[src/rtl/serial_adder.sv]
// Bit-serial ripple adder: one full-adder cell plus a carry flop adds two
// WIDTH-bit operands LSB-first, one bit per clock, with start/busy/done control.
module serial_adder #(
    parameter int WIDTH = 8
) (
    input  logic             clk,
    input  logic             rst,
    input  logic             start,
    input  logic [WIDTH-1:0] a,
    input  logic [WIDTH-1:0] b,
    input  logic             cin,
    output logic             busy,
    output logic             done,
    output logic [WIDTH-1:0] sum,
    output logic             cout,
    output logic             sum_bit,
    output logic             bit_valid
);
    localparam int CNT_W = $clog2(WIDTH);
    localparam logic [CNT_W-1:0] LAST = CNT_W'(WIDTH - 1);

    localparam logic [1:0] S_IDLE = 2'd0;
    localparam logic [1:0] S_RUN  = 2'd1;
    localparam logic [1:0] S_DONE = 2'd2;

    logic [1:0]       state_q, state_d;
    logic [WIDTH-1:0] a_sr_q, a_sr_d;
    logic [WIDTH-1:0] b_sr_q, b_sr_d;
    logic [WIDTH-1:0] res_q, res_d;
    logic             carry_q, carry_d;
    logic [CNT_W-1:0] cnt_q, cnt_d;
    logic [WIDTH-1:0] sum_q, sum_d;
    logic             cout_q, cout_d;
    logic             sum_bit_q, sum_bit_d;
    logic             bit_valid_q, bit_valid_d;
    logic             fa_s, fa_c;

    // The full-adder cell that every RUN cycle reuses.
    always_comb begin
        fa_s = a_sr_q[0] ^ b_sr_q[0] ^ carry_q;
        fa_c = (a_sr_q[0] & b_sr_q[0]) | (a_sr_q[0] & carry_q) | (b_sr_q[0] & carry_q);
    end

    // Handshake: start is taken only in IDLE; busy marks RUN, done pulses for
    // one cycle when sum/cout update. start seen in RUN or DONE is dropped.
    always_comb begin
        state_d     = state_q;
        a_sr_d      = a_sr_q;
        b_sr_d      = b_sr_q;
        res_d       = res_q;
        carry_d     = carry_q;
        cnt_d       = cnt_q;
        sum_d       = sum_q;
        cout_d      = cout_q;
        sum_bit_d   = sum_bit_q;
        bit_valid_d = 1'b0;
        case (state_q)
            S_IDLE: begin
                if (start) begin
                    state_d = S_RUN;
                    a_sr_d  = a;
                    b_sr_d  = b;
                    carry_d = cin;
                    cnt_d   = '0;
                end
            end
            S_RUN: begin
                a_sr_d      = a_sr_q >> 1;
                b_sr_d      = b_sr_q >> 1;
                res_d       = {fa_s, res_q[WIDTH-1:1]};
                carry_d     = fa_c;
                sum_bit_d   = fa_s;
                bit_valid_d = 1'b1;
                if (cnt_q == LAST) begin
                    state_d = S_DONE;
                    sum_d   = {fa_s, res_q[WIDTH-1:1]};
                    cout_d  = fa_c;
                    cnt_d   = '0;
                end else begin
                    cnt_d = cnt_q + 1'b1;
                end
            end
            S_DONE:  state_d = S_IDLE;
            default: state_d = S_IDLE;
        endcase
    end

    always_ff @(posedge clk or posedge rst) begin
        if (rst) begin
            state_q     <= S_IDLE;
            a_sr_q      <= '0;
            b_sr_q      <= '0;
            res_q       <= '0;
            carry_q     <= 1'b0;
            cnt_q       <= '0;
            sum_q       <= '0;
            cout_q      <= 1'b0;
            sum_bit_q   <= 1'b0;
            bit_valid_q <= 1'b0;
        end else begin
            state_q     <= state_d;
            a_sr_q      <= a_sr_d;
            b_sr_q      <= b_sr_d;
            res_q       <= res_d;
            carry_q     <= carry_d;
            cnt_q       <= cnt_d;
            sum_q       <= sum_d;
            cout_q      <= cout_d;
            sum_bit_q   <= sum_bit_d;
            bit_valid_q <= bit_valid_d;
        end
    end

    assign busy      = (state_q == S_RUN);
    assign done      = (state_q == S_DONE);
    assign sum       = sum_q;
    assign cout      = cout_q;
    assign sum_bit   = sum_bit_q;
    assign bit_valid = bit_valid_q;
endmodule

[config.mk]
export PLATFORM = sky130hd
export DESIGN_NAME = serial_adder
export DESIGN_NICKNAME = d
export VERILOG_FILES = /design/src/rtl/serial_adder.sv
export SDC_FILE = /design/constraint.sdc
export NUM_CORES = 1
export LEC_CHECK = 0
export CAP_MARGIN = 20
export CORE_MARGIN = 2
export CORE_UTILIZATION = 55
export DETAILED_ROUTE_END_ITERATION = 8
export PLACE_DENSITY = 0.83
export SETUP_SLACK_MARGIN = 0.4
export SLEW_MARGIN = 30
export SYNTH_ARGS = -nofsm -noshare
export SYNTH_HDL_FRONTEND = slang
export SYNTH_SLANG_ARGS = --single-unit
[constraint.sdc]
create_clock -name clk -period 2.18 [get_ports clk]
set_input_delay 0.436 -clock clk [delete_from_list [all_inputs] [get_ports clk]]
set_output_delay 0.436 -clock clk [all_outputs]
set_load 0.01 [all_outputs]
==> impl_metrics.tcl <==
set metrics [dict create \
    status "finished clean" \
    drt_wl_total_mm 3.542 \
    tightest_slew_ns 0.5892 \
    cp-start-kind "register" \
    io_buffer_count 32 \
    reg2reg_from "cnt_q[0]" \
    core_sq_mm 0.003311 \
    seqCellArea_sq_um 975.9 \
    dp_hpwl_mm 2.411 \
    track_usage 0.1987 \
    grt_setup_unrepaired "false" \
    ys_warn_count 0 \
    cts_hold_repair.buffers 0 \
    h-tree-depth 2 \
    final_min_period_over_clock_period 0.7949 \
    min_period_ns 1.733 \
    overflow 0 \
    cp_top_family "flip-flops" \
    crit_required_ns 1.74 \
    final_core_util 0.6946 \
    path_max_fanout 2 \
    power_density_mw_per_mm2 1339 \
    setup_viol 0 \
    syn_area_per_cell_sq_um 12.79 \
    synthCells 146 \
    grt_pass1_vias 1306 \
    grt_pass1_wl_mm 6.016 \
    slowest_stage "dfrtp_1" \
    syn_nets 169 \
    vias 1279 \
    cts_buffer_depth 2 \
    diodes 0 \
    drt_iter0_drc 67 \
    gp_congestion 0.7225 \
    async_flop_share 1.000 \
    die_x_um 62.26 \
    drv_slew 0 \
    multi_input_area_sq_um 738.2 \
    cts_tree "done" \
    path_class "reg -> out" \
    syn_area_sq_mm 0.001867 \
    die_y_um 62.26 \
    nFillCells 256 \
    drc 0 \
    yosys_most_used_dff "dfrtp_1" \
    drt-vias-per-instance 5.585 \
    grt_max_degree 40 \
    cp-end-kind "primary output" \
    synth-seq-area-share 0.5228 \
    ys_seq_elements 39 \
    cts_root_buf "clkbuf_4" \
    finClkSkew_ns 0.005504 \
    slew_headroom 0.6061 \
    p_leak_nw 0.9827 \
    num_rows 21 \
    synth_enable_flop_cells 0 \
    timing.fmax_mhz 577.1 \
    clock_latency_ns 0.33 \
    clkTransAtPathRegs_ns 0.11 \
    cts_buffers 5 \
    peakVddDrop_mv 0.6445 \
    slowest_delay_ns 0.42 \
    antenna_found_initial 0 \
    hp-start "res_q[1]" \
    cp_num_buf_inv 1 \
    crit_start "state_q[1]" \
    area_delta_synth_final_pct 23.19 \
    routedWlPerCell_um 15.47 \
    hold_class "reg -> reg" \
    initial_core_util 0.5639 \
    drive_gt1_frac 0.1639 \
    fp.dieArea_sq_mm 0.003876 \
    fin_nets 205 \
    firstDrtPassIters 4 \
    clock_sinks 39 \
    cp.arrival_ns 1.30 \
    crit_chain "and2b_4 -> dlygate4sd2_1" \
    drv_cap 0 \
    io_pins 33 \
    yosysUniqueCellTypes 28 \
    hold_viol_final 0 \
    tns_ns 0 \
    drtAntennaViolNets 0 \
]
[power by group]
| part | internal (mW) | switching, mW | leakage (nW) |
|---|---|---|---|
| logic | 0.698 | 0.614 | 0.485 |
| clock network | 0.271 | 0.228 | 0.0482 |
| registers | 1.07 | 0.200 | 0.450 |
| total | 2.04 | 1.04 | 0.983 |
[routing by layer]
metal,global-route usage,vias to the layer above,wire (um)
met1,0.2411,655,1522
met2,0.3424,33,1818
met5,0,-,0
met3,0.04167,6,130
li1,-,585,-
met4,0.08889,0,70
[cells in the mapped netlist, types with 2 or more instances]
library cell / count / area, sq um
dfrtp_1: 39 / 975.9
nand2b_1: 2 / 12.51
nor2b_1: 7 / 43.79
a22o_1: 4 / 35.03
buf_6: 4 / 45.04
nor4b_1: 8 / 70.07
buf_4: 2 / 15.01
mux2_1: 14 / 157.7
ha_1: 2 / 25.02
a211oi_1: 8 / 60.06
nor3b_1: 14 / 105.1
inv_1: 18 / 67.56
a221oi_2: 5 / 75.07
mux2_2: 2 / 22.52
buf_2: 4 / 20.02
[worst paths after layout]
| check | slack, ns | cells past startpoint | end |
|---|---|---|---|
| max | 0.45 | 2 | busy |
| min | 0.49 | 1 | sum[0] |
| max reg2reg | 0.56 | 5 | cout |
| min reg2reg | 0.49 | 1 | sum[0] |
| max in group asynchronous | 1.34 | 3 | a_sr_q[5] |
| min in group asynchronous | 0.51 | 3 | cnt_q[1] |
[final cells by class]
type | count | share of cell area
Inverter | 18 | 0.02938
Sequential cell | 39 | 0.4244
Clock inverter | 2 | 0.01523
Multi-Input combinational cell | 78 | 0.3210
Clock buffer | 6 | 0.02231
Timing Repair Buffer | 40 | 0.1627
Tap cell | 46 | 0.02503
[cells by family after synthesis]
family                   count (synthesis)  share of synthesized area
AO/OA/AOI/OAI                           22                     0.1213
AND/OR/NAND/NOR                         37                     0.1535
multiplexers                            16                    0.09651
flip-flops                              39                     0.5228
adder cells (fa/ha/maj)                  3                    0.02413
buffers and inverters                   29                    0.08176
[cells in the final DEF (no fill, tap or decap), types with 5 or more instances in the layout]
cell type,netlist,routed
mux2_1,14,14
a221oi_2,5,5
inv_1,18,18
buf_4,2,8
clkbuf_4,0,5
dfrtp_1,39,39
a211oi_1,8,8
nor3b_1,14,14
clkdlybuf4s50_1,0,30
nor4b_1,8,8
nor2b_1,7,7
[worst reg2reg max path, stage by stage (launching register included)]
cell      delay, ns
dfrtp_1        0.43
ha_1           0.21
ha_1           0.22
nand3b_1       0.12
buf_4          0.19
mux2_1         0.35
[registers in the layout, indices dropped and copies added (netlist names)]
register / count
sum: 8
a_sr_q: 8
bit_valid: 1
state_q: 2
cout: 1
carry_q: 1
res_q: 7
cnt_q: 3
b_sr_q: 8
[repair_timing]
action / in CTS / in global routing
gates resized for setup: 3 / 1
pin swaps: 0 / 0
setup endpoints to repair: 2 / 11
hold endpoints to repair: 0 / 0
setup buffers: 1 / 2
[metrics by stage]
step	area [sq um]	total power [mW]	hold slack, ns	setup WS (ns)	std cells
floorplan	1867	2.159	0.4503	0.6825	146
global placement	2197	2.489	0.4645	0.4546	218
detailed placement	2197	2.586	0.4683	0.4294	218
CTS	2290	3.096	0.4946	0.4026	227
global route	2300	3.301	0.5321	0.4030	229
finish	2300	3.080	0.4925	0.4471	229
(Power assumes the default switching activity.)
